===== src/rtl/hilo_pkg.sv =====
// Shared definitions for the write-back HI/LO unit: operation codes and
// the mul/div sequencing states.
package hilo_pkg;

  localparam logic [2:0] OP_MULT  = 3'd0;
  localparam logic [2:0] OP_MULTU = 3'd1;
  localparam logic [2:0] OP_DIV   = 3'd2;
  localparam logic [2:0] OP_DIVU  = 3'd3;
  localparam logic [2:0] OP_MTHI  = 3'd4;
  localparam logic [2:0] OP_MTLO  = 3'd5;

  typedef enum logic [1:0] {
    ST_IDLE = 2'd0,
    ST_CALC = 2'd1,
    ST_FIX  = 2'd2
  } state_t;

endpackage


===== src/rtl/hilo_seq_core.sv =====
// Iterative unsigned datapath: shift-add multiply or restoring divide,
// one bit per step, sharing a single 2*DATA_W accumulator.
module hilo_seq_core #(
  parameter int DATA_W = 32,
  parameter int CNT_W  = $clog2(DATA_W) + 1
) (
  input  logic                  clk,
  input  logic                  rst,
  input  logic                  start,
  input  logic                  step,
  input  logic                  is_div,
  input  logic [DATA_W-1:0]     a,
  input  logic [DATA_W-1:0]     b,
  output logic [2*DATA_W-1:0]   prod,
  output logic [DATA_W-1:0]     quot,
  output logic [DATA_W-1:0]     rem,
  output logic                  last
);

  // acc_r: multiply -> {partial sum, remaining multiplier}; divide -> {remainder, dividend/quotient}
  logic [2*DATA_W-1:0] acc_r;
  logic [2*DATA_W-1:0] acc_next_s;
  logic [DATA_W-1:0]   opnd_r;
  logic                div_r;
  logic [CNT_W-1:0]    cnt_r;
  logic [DATA_W:0]     mul_sum_s;
  logic [DATA_W:0]     shift_s;
  logic [DATA_W-1:0]   diff_s;
  logic                ge_s;

  // Next accumulator value for one multiply or divide iteration
  always_comb begin
    mul_sum_s  = {1'b0, acc_r[2*DATA_W-1:DATA_W]}
               + (acc_r[0] ? {1'b0, opnd_r} : {(DATA_W+1){1'b0}});
    shift_s    = acc_r[2*DATA_W-1:DATA_W-1];
    ge_s       = (shift_s >= {1'b0, opnd_r});
    diff_s     = shift_s[DATA_W-1:0] - opnd_r;
    if (div_r) begin
      if (ge_s) begin
        acc_next_s = {diff_s, acc_r[DATA_W-2:0], 1'b1};
      end else begin
        acc_next_s = {shift_s[DATA_W-1:0], acc_r[DATA_W-2:0], 1'b0};
      end
    end else begin
      acc_next_s = {mul_sum_s, acc_r[DATA_W-1:1]};
    end
  end

  // Operand load on start, one iteration per step
  always_ff @(posedge clk or negedge rst) begin
    if (!rst) begin
      acc_r  <= {(2*DATA_W){1'b0}};
      opnd_r <= {DATA_W{1'b0}};
      div_r  <= 1'b0;
      cnt_r  <= {CNT_W{1'b0}};
    end else if (start) begin
      acc_r  <= {{DATA_W{1'b0}}, (is_div ? a : b)};
      opnd_r <= is_div ? b : a;
      div_r  <= is_div;
      cnt_r  <= {CNT_W{1'b0}};
    end else if (step) begin
      acc_r  <= acc_next_s;
      cnt_r  <= cnt_r + CNT_W'(1);
    end else begin
      acc_r  <= acc_r;
      cnt_r  <= cnt_r;
    end
  end

  assign prod = acc_r;
  assign quot = acc_r[DATA_W-1:0];
  assign rem  = acc_r[2*DATA_W-1:DATA_W];
  assign last = (cnt_r == CNT_W'(DATA_W - 1));

endmodule


===== src/rtl/wb_hilo_unit.sv =====
// Write-back HI/LO unit: owns HI/LO, sequences MULT/DIV through the iterative
// core, applies result signs, handles MTHI/MTLO and muxes MFHI/MFLO.
module wb_hilo_unit
  import hilo_pkg::*;
#(
  parameter  int DATA_W = 32,
  localparam int CNT_W  = $clog2(DATA_W) + 1
) (
  input  logic              clk,
  input  logic              rst,
  input  logic              op_valid,
  input  logic [2:0]        op_code,
  input  logic [DATA_W-1:0] op_a,
  input  logic [DATA_W-1:0] op_b,
  output logic              op_ready,
  input  logic              flush,
  input  logic [DATA_W-1:0] rf_din,
  input  logic              rd_hi,
  input  logic              rd_lo,
  output logic [DATA_W-1:0] rf_din_out,
  output logic [DATA_W-1:0] hi_out,
  output logic [DATA_W-1:0] lo_out,
  output logic              busy,
  output logic              stall,
  output logic              done
);

  state_t              state_r;
  logic [DATA_W-1:0]   hi_r;
  logic [DATA_W-1:0]   lo_r;
  logic                done_r;
  logic                div_r;
  logic                div0_r;
  logic                neg_q_r;
  logic                neg_rem_r;
  logic [DATA_W-1:0]   a_raw_r;

  logic                accept_s;
  logic                is_signed_s;
  logic                is_div_s;
  logic                core_start_s;
  logic                core_step_s;
  logic [DATA_W-1:0]   a_mag_s;
  logic [DATA_W-1:0]   b_mag_s;
  logic [2*DATA_W-1:0] prod_s;
  logic [DATA_W-1:0]   quot_s;
  logic [DATA_W-1:0]   rem_s;
  logic                last_s;

  assign op_ready     = (state_r == ST_IDLE);
  assign accept_s     = op_valid & op_ready & ~flush;
  assign is_signed_s  = (op_code == OP_MULT) | (op_code == OP_DIV);
  assign is_div_s     = (op_code == OP_DIV)  | (op_code == OP_DIVU);
  assign a_mag_s      = (is_signed_s & op_a[DATA_W-1]) ? -op_a : op_a;
  assign b_mag_s      = (is_signed_s & op_b[DATA_W-1]) ? -op_b : op_b;
  assign core_start_s = accept_s & ~op_code[2];
  assign core_step_s  = (state_r == ST_CALC) & ~flush;

  hilo_seq_core #(.DATA_W(DATA_W), .CNT_W(CNT_W)) u_core (
    .clk    (clk),
    .rst    (rst),
    .start  (core_start_s),
    .step   (core_step_s),
    .is_div (is_div_s),
    .a      (a_mag_s),
    .b      (b_mag_s),
    .prod   (prod_s),
    .quot   (quot_s),
    .rem    (rem_s),
    .last   (last_s)
  );

  // Sequencing FSM, HI/LO ownership and the done pulse
  always_ff @(posedge clk or negedge rst) begin
    if (!rst) begin
      state_r   <= ST_IDLE;
      hi_r      <= {DATA_W{1'b0}};
      lo_r      <= {DATA_W{1'b0}};
      done_r    <= 1'b0;
      div_r     <= 1'b0;
      div0_r    <= 1'b0;
      neg_q_r   <= 1'b0;
      neg_rem_r <= 1'b0;
      a_raw_r   <= {DATA_W{1'b0}};
    end else begin
      done_r <= 1'b0;
      case (state_r)
        ST_IDLE: begin
          if (accept_s) begin
            case (op_code)
              OP_MTHI: hi_r <= op_a;
              OP_MTLO: lo_r <= op_a;
              OP_MULT, OP_MULTU, OP_DIV, OP_DIVU: begin
                div_r     <= is_div_s;
                div0_r    <= is_div_s & (op_b == {DATA_W{1'b0}});
                neg_q_r   <= is_signed_s & (op_a[DATA_W-1] ^ op_b[DATA_W-1]);
                neg_rem_r <= is_signed_s & op_a[DATA_W-1];
                a_raw_r   <= op_a;
                state_r   <= ST_CALC;
              end
              default: ;
            endcase
          end
        end
        ST_CALC: begin
          if (flush) begin
            state_r <= ST_IDLE;
          end else if (last_s) begin
            state_r <= ST_FIX;
          end
        end
        ST_FIX: begin
          if (flush) begin
            state_r <= ST_IDLE;
          end else begin
            // Divide by zero leaves the dividend in HI rather than a signed remainder
            if (!div_r) begin
              {hi_r, lo_r} <= neg_q_r ? -prod_s : prod_s;
            end else if (div0_r) begin
              hi_r <= a_raw_r;
              lo_r <= {DATA_W{1'b1}};
            end else begin
              hi_r <= neg_rem_r ? -rem_s  : rem_s;
              lo_r <= neg_q_r   ? -quot_s : quot_s;
            end
            done_r  <= 1'b1;
            state_r <= ST_IDLE;
          end
        end
        default: state_r <= ST_IDLE;
      endcase
    end
  end

  // Register-file write datum: MFHI wins over MFLO
  always_comb begin
    if (rd_hi) begin
      rf_din_out = hi_r;
    end else if (rd_lo) begin
      rf_din_out = lo_r;
    end else begin
      rf_din_out = rf_din;
    end
  end

  assign busy   = (state_r != ST_IDLE);
  assign stall  = busy & (rd_hi | rd_lo | op_valid);
  assign done   = done_r;
  assign hi_out = hi_r;
  assign lo_out = lo_r;

endmodule


===== config.mk =====
export PLATFORM = sky130hd
export DESIGN_NAME = wb_hilo_unit
export DESIGN_NICKNAME = d
export VERILOG_FILES = /design/src/rtl/hilo_pkg.sv /design/src/rtl/hilo_seq_core.sv /design/src/rtl/wb_hilo_unit.sv
export SDC_FILE = /design/constraint.sdc
export NUM_CORES = 1
export LEC_CHECK = 0
export CAP_MARGIN = 20
export CORE_ASPECT_RATIO = 2
export CORE_MARGIN = 2
export CORE_UTILIZATION = 54
export DETAILED_ROUTE_END_ITERATION = 12
export PLACE_DENSITY = 0.83
export SKIP_CTS_REPAIR_TIMING = 1
export SLEW_MARGIN = 20
export SYNTH_ARGS = -nofsm -noshare
export SYNTH_HDL_FRONTEND = slang
export SYNTH_HIERARCHICAL = 1
export SYNTH_SLANG_ARGS = --single-unit

===== constraint.sdc =====
create_clock -name clk -period 2.8 [get_ports clk]
set_input_delay 0.7 -clock clk [delete_from_list [all_inputs] [get_ports clk]]
set_output_delay 0.7 -clock clk [all_outputs]
set_load 0.02 [all_outputs]

==> results of run 1 <==
==> layer usage <==
metal / global-route usage (%) / GRT overflow
met2: 86.1 / 4
met3: 30.6 / 0
met1: 55.9 / 0
met4: 64.5 / 2
met5: 0.501 / 0
==> cell families after synthesis <==
family                     after synthesis  share of synthesized area [%]
buffers and inverters                  312                           7.10
AOI/OAI and AO/OA                      769                           24.1
and+or+nand+nor                        997                           23.5
muxes                                  166                           8.09
DFF                                    206                           24.8
adders and majority gates               72                           4.41
xor gates and xnor gates               189                           7.96
==> metrics by stage <==
| stage | TNS (ns) | hold slack (ns) | instance area (µm²) | worst slack [ns] |
|---|---|---|---|---|
| floorplan | -0.172 | 0.404 | 20900 | -0.0432 |
| global placement | -21.34 | 0.457 | 26800 | -0.663 |
| detailed placement | -27.53 | 0.462 | 26800 | -0.733 |
| CTS | -12.09 | 0.162 | 27500 | -0.450 |
==> results_dict.tcl, run 1 <==
set metrics [dict create \
    ys_seq_area_share_pct 24.8 \
    synth_ff_type "dfrtp_1" \
    ys_warn_count 6 \
    status "did not finish" \
    cts_sinks 206 \
    dp_hpwl_um 85600 \
    synth_top_cell_by_area "dfrtp_1" \
    syn_area_um2 20800 \
    tool.error "[ERROR GRT-0116] Global routing finished with congestion. Check the congestion regions in the DRC Viewer." \
    synth_fp_nets 2888 \
    async_flop_share_pct 100 \
    io_pins 205 \
    cts_buffers 21 \
    port_buffers 204 \
    rows 101 \
    ys_ff_latch 206 \
    overflow 6 \
    synth_common_cells "322 x nand2_1, 261 x nor2_1, 208 x a21oi_1" \
    stop_stage "global routing" \
    grt_max_degree 76 \
    start_util_pct 54.8 \
    place_congestion 1.12 \
    htreeDepth 1 \
    yosys.cell_types.count 102 \
    synth_area_leaders "dfrtp_1 25%, mux2i_1 7.4%, nand2_1 5.8%, a21oi_1 5.0%, xnor2_1 5.0%" \
    syn_inst 2711 \
    synth_edf_count 0 \
    die_w_um 143 \
    netlist.area_leader.share_pct 24.8 \
    grt_pass1_vias 27300 \
    dp.cells 3708 \
    die_h_um 281 \
    track_usage_pct 59.0 \
    avgSynthCellArea_um2 7.67 \
    cts_root_buffer "clkbuf_16" \
    cts_buffer_depth 3 \
    grt_pass1_wl_um 175000 \
    post-synth-top-count-cell "nand2_1" \
]
==> run 2: changes to the inputs <==
- CORE_ASPECT_RATIO: 2 -> default
- CORE_UTILIZATION: 54 -> 40
- PLACE_DENSITY: 0.83 -> default
- PLACE_DENSITY_LB_ADDON: default -> 0.15
- clock period: 2.8 -> 3.6 ns (I/O delays scaled with it)
==> run 2 against run 1 <==
The flow now finishes without violations. Area after synthesis did not move. Synthesized cell count did not move.
==> results_dict.tcl, run 2 <==
set metrics [dict create \
    end_kind "flop" \
    period_share_pct 96.5 \
    power_density_nw_per_um2 673 \
    grt_pass1_wl_um 146000 \
    synth_ff_type "dfrtp_1" \
    place_ws_ns 0.0215 \
    hold_ws_ns 0.272 \
    drive_gt1_share_pct 11.6 \
    cts_sinks 206 \
    core_um2 51300 \
    die-area_um2 53800 \
    syn_inst 2711 \
    ys_ff_latch 206 \
    start_kind "flop" \
    r2r_slack_ns 0.13 \
    status "complete, no violations" \
    netlist.area_leader.share_pct 24.8 \
    async_flop_share_pct 100 \
    avgSynthCellArea_um2 7.67 \
    cts_root_buffer "clkbuf_16" \
    htreeDepth 1 \
    hold_path.class "input port to asynchronous set/reset pin" \
    overflow 0 \
    clk_pin_slew_ns 0.06 \
    die_h_um 232 \
    path_max_fanout 14 \
    track_usage_pct 36.3 \
    reg2reg_depth 7 \
    yosys.cell_types.count 102 \
    io_pins 205 \
    antenna_left 0 \
    hold_violations 0 \
    wl_um 100000 \
    synth_area_leaders "dfrtp_1 25%, mux2i_1 7.4%, nand2_1 5.8%, a21oi_1 5.0%, xnor2_1 5.0%" \
    rsz0062_at_grt "false" \
    wl_per_cell_um 27.5 \
    stdcell_count 3643 \
    grt_max_degree 88 \
    rows 83 \
    rr_endpoint "hi_out[30]" \
    cts_buffers 27 \
    crit_type "flop to flop" \
    areaGrowthSynthToFinish_pct 21.4 \
    worst_pin_slew_ns 1.17 \
    cts_tree "done" \
    fin_ws_ns 0.125 \
    synth_edf_count 0 \
    power_uw 17000 \
    drcViolationCount 0 \
    post-synth-top-count-cell "nand2_1" \
    antenna_found_initial 2 \
    viasPerCell 6.27 \
    critPathRequiredTime_ns 4.02 \
    irDropWorstVdd_uv 401 \
    r2r_start "u_core/prod[4]" \
    die_w_um 232 \
    slew_headroom_pct 21.4 \
    num_vias 22800 \
    largest_reg_flops 64 \
    synth_top_cell_by_area "dfrtp_1" \
    dp_hpwl_um 80100 \
    start_util_pct 40.5 \
    dp.cells 3596 \
    place_congestion 0.984 \
    port_buffers 204 \
    setup_viol 0 \
    grt_pass1_vias 21600 \
    fin_nets 3122 \
    cts_buffer_depth 3 \
    syn_area_um2 20800 \
    ys_warn_count 6 \
    fin_skew_ns 0.0209 \
    synth_fp_nets 2888 \
    slew_violations 0 \
    synth_common_cells "322 x nand2_1, 261 x nor2_1, 208 x a21oi_1" \
    tns_ns 0 \
    max_freq_mhz 288 \
    drtIter0Drc 2485 \
    final_cell_mix "322 x nand2_1, 261 x nor2_1, 217 x buf_4" \
    p_leak_uw 0.0106 \
    final_common_cell "nand2_1" \
    period_minus_slack_ns 3.47 \
    ys_seq_area_share_pct 24.8 \
    maxCapViolCount 0 \
    critPathArrivalTime_ns 3.90 \
    worstSkewPairLatency_ns 0.57 \
    first_pass_iters 6 \
]
-- run 2: through the flow --
| step | util [%] | cell area [µm²] |
|---|---|---|
| after CTS | 49.2 | 25200 |
| after detailed placement | 47.5 | 24400 |
| final | 49.2 | 25200 |
| after global routing | 49.2 | 25200 |
| after floorplan | - | 20800 |
| after global placement | 47.5 | 24400 |
-- run 2: cells by family after synthesis --
logic type,after synthesis,share of synthesized area [%]
simple gates,997,23.5
compound gates,769,24.1
buf+inv,312,7.10
flops,206,24.8
xor+xnor,189,7.96
mux,166,8.09
fa+ha+maj,72,4.41
-- run 2: worst max-delay path: stages (launching register included) --
cell	delay (ns)
dfrtp_1	0.57
nor4_1	1.02
nand4_2	0.24
buf_4	0.28
nor4_1	0.65
buf_4	0.24
mux2i_1	0.20
o211ai_1	0.11
-- run 2: cell type report --
class                           instances  area, µm²
Fill cell                            5129      26100
Multi-Input combinational cell       2193      14200
Sequential cell                       206       5160
Timing Repair Buffer                  430       3850
Tap cell                              680        851
Clock buffer                           39        781
Inverter                               87        332
Clock inverter                          7       72.6
Antenna cell                            1       2.50
-- run 2: where the power goes --
part	total, µW	internal, µW	switching [µW]
clock network	2680	1570	1110
logic	10300	4070	6270
registers	3940	2910	1030
-- run 2: worst max-delay path by stage --
stage	startpoint	to	slack (ns)	depth (start not counted)
after floorplan	rd_lo	rf_din_out[10]	0.47	4
after global placement	op_a[9]	u_core/prod[17]	-0.01	11
after detailed placement	op_a[17]	u_core/opnd_r[24]	0.02	9
after CTS	rd_lo	rf_din_out[16]	0.19	5
after global routing	u_core/prod[0]	u_core/prod[58]	0.04	13
final	u_core/prod[4]	hi_out[30]	0.13	7
-- run 2: metal layers --
| layer | vias to the layer above | wire length, µm | global-route usage, % |
|---|---|---|---|
| met2 | 1143 | 43600 | 56.0 |
| met5 | - | 0 | 0 |
| met1 | 11200 | 43100 | 49.7 |
| li1 | 10300 | - | - |
| met4 | 0 | 5390 | 17.0 |
| met3 | 198 | 8260 | 5.59 |
No activity file was read; power rests on OpenSTA's default activity.
==> run 3: changes to the inputs <==
- PLACE_DENSITY: default -> 0.57
- PLACE_DENSITY_LB_ADDON: 0.15 -> default
- REMOVE_ABC_BUFFERS: default -> 1
==> run 3 against run 2 <==
Clock skew is 0.0048 ns lower. Critical path depth is 8 higher. Largest power group unchanged. Clock-buffer cell count is 3 lower. Utilization is 0.20 points higher. Worst hold slack worse by 0.036 ns. Cell count is 0.11% lower. Via count is 1.2% lower. Sequential power is 2% lower. Combinational power hardly changed.
==> results_dict.tcl, run 3 (synthesis gave the netlist of run 2 again) <==
set metrics [dict create \
    largest_reg_flops 64 \
    cts_root_buffer "clkbuf_16" \
    final_cell_area_um2 25300 \
    rsz0062_at_grt "false" \
    rr_endpoint "u_core/prod[62]" \
    dp_hpwl_um 71900 \
    viasPerCell 6.20 \
    port_buffers 204 \
    setup_viol 0 \
    worstSkewPairLatency_ns 0.58 \
    clk_pin_slew_ns 0.06 \
    antenna_found_initial 1 \
    diodes 0 \
    drtIter0Drc 2559 \
    end_kind "flop" \
    die_w_um 232 \
    start_util_pct 40.5 \
    drive_gt1_share_pct 11.8 \
    critPathArrivalTime_ns 3.90 \
    die_h_um 232 \
    status "complete, no violations" \
    place_congestion 1.01 \
    track_usage_pct 33.9 \
    io_pins 205 \
    drcViolationCount 0 \
    rows 83 \
    fillers 5129 \
    final_common_cell "nand2_1" \
    tns_ns 0 \
    cts_tree "done" \
    hold_path.class "input port to asynchronous set/reset pin" \
    grt_pass1_vias 21200 \
    wl_um 93800 \
    cts_sinks 206 \
    core_um2 51300 \
    htreeDepth 1 \
    power_density_nw_per_um2 662 \
    irDropWorstVdd_uv 345 \
    wl_per_cell_um 25.8 \
    period_share_pct 94.8 \
    first_pass_iters 7 \
    final_cell_mix "322 x nand2_1, 261 x nor2_1, 207 x a21oi_1" \
    dp.cells 3589 \
    grt_max_degree 66 \
    start_kind "flop" \
    fin_nets 3115 \
    hold_violations 0 \
    fin_skew_ns 0.0161 \
    worst_pin_slew_ns 1.01 \
    reg2reg_depth 15 \
    critPathRequiredTime_ns 4.09 \
    r2r_slack_ns 0.19 \
    max_freq_mhz 293 \
    cts_buffers 27 \
    stdcell_count 3639 \
    hold_ws_ns 0.236 \
    die-area_um2 53800 \
    maxCapViolCount 0 \
    period_minus_slack_ns 3.41 \
    r2r_start "u_core/prod[31]" \
    slew_violations 0 \
    antenna_left 0 \
    power_uw 16800 \
    slew_headroom_pct 32.4 \
    num_vias 22600 \
    p_leak_uw 0.0106 \
    post_dp_cell_area_um2 24400 \
    crit_type "flop to flop" \
    grt_pass1_wl_um 138000 \
    overflow 0 \
    path_max_fanout 4 \
    areaGrowthSynthToFinish_pct 21.8 \
    cts_buffer_depth 3 \
]
## run 3: final cells by class
| cell class | instances | area, µm² | share of cell area, % |
|---|---|---|---|
| clock buffers | 36 | 790 | 3.12 |
| flip-flops and latches | 206 | 5160 | 20.4 |
| repair buffers | 423 | 3830 | 15.1 |
| multi-input cells | 2193 | 14200 | 56.1 |
| well taps | 680 | 851 | 3.36 |
| inverters | 87 | 332 | 1.31 |
| clock inverters | 14 | 160 | 0.632 |
## run 3: per-layer routing
metal / share of wire (%) / wire length [µm] / GRT usage, %
met4: 5.4 / 5050 / 15.8
met3: 7.7 / 7220 / 5.39
met1: 44 / 40800 / 46.9
met2: 43 / 40700 / 51.5
met5: 0 / 0 / 0
## run 3: critical path, stage by stage (launching register included)
cell and delay [ns]:
dfrtp_1 0.47, inv_1 0.10, ha_1 0.18, inv_1 0.06, fa_1 0.41, a21o_1 0.20, a221oi_1 0.24, buf_4 0.19
nor4_1 0.05, or3_1 0.43, o21ai_2 0.25, a2111oi_0 0.16, buf_4 0.18, mux2i_1 0.16, o2111ai_1 0.13, o211ai_1 0.12
## run 3: report_power, final
group / switching [µW] / leakage, µW / internal (µW)
clock network: 1190 / 0.000467 / 1750
logic: 5980 / 0.00762 / 3970
registers: 954 / 0.00251 / 2910
## run 3: worst max-delay path by stage
stage / startpoint / end / slack [ns] / cells after the start
after floorplan: flush / u_core/prod[59] / -3.01 / 9
after global placement: op_b[12] / u_core/opnd_r[18] / -0.23 / 9
after detailed placement: op_b[12] / u_core/opnd_r[18] / -0.25 / 9
after CTS: u_core/prod[0] / u_core/prod[61] / 0.16 / 12
after global routing: u_core/opnd_r[0] / u_core/prod[55] / 0.01 / 14
final: u_core/prod[31] / u_core/prod[62] / 0.19 / 15
## run 3: per-stage QoR
stage | worst slack [ns] | utilization, %
floorplan | -3.01 | -
global placement | -0.232 | 47.5
detailed placement | -0.251 | 47.5
CTS | 0.157 | 49.3
global route | 0.0139 | 49.4
finish | 0.186 | 49.4
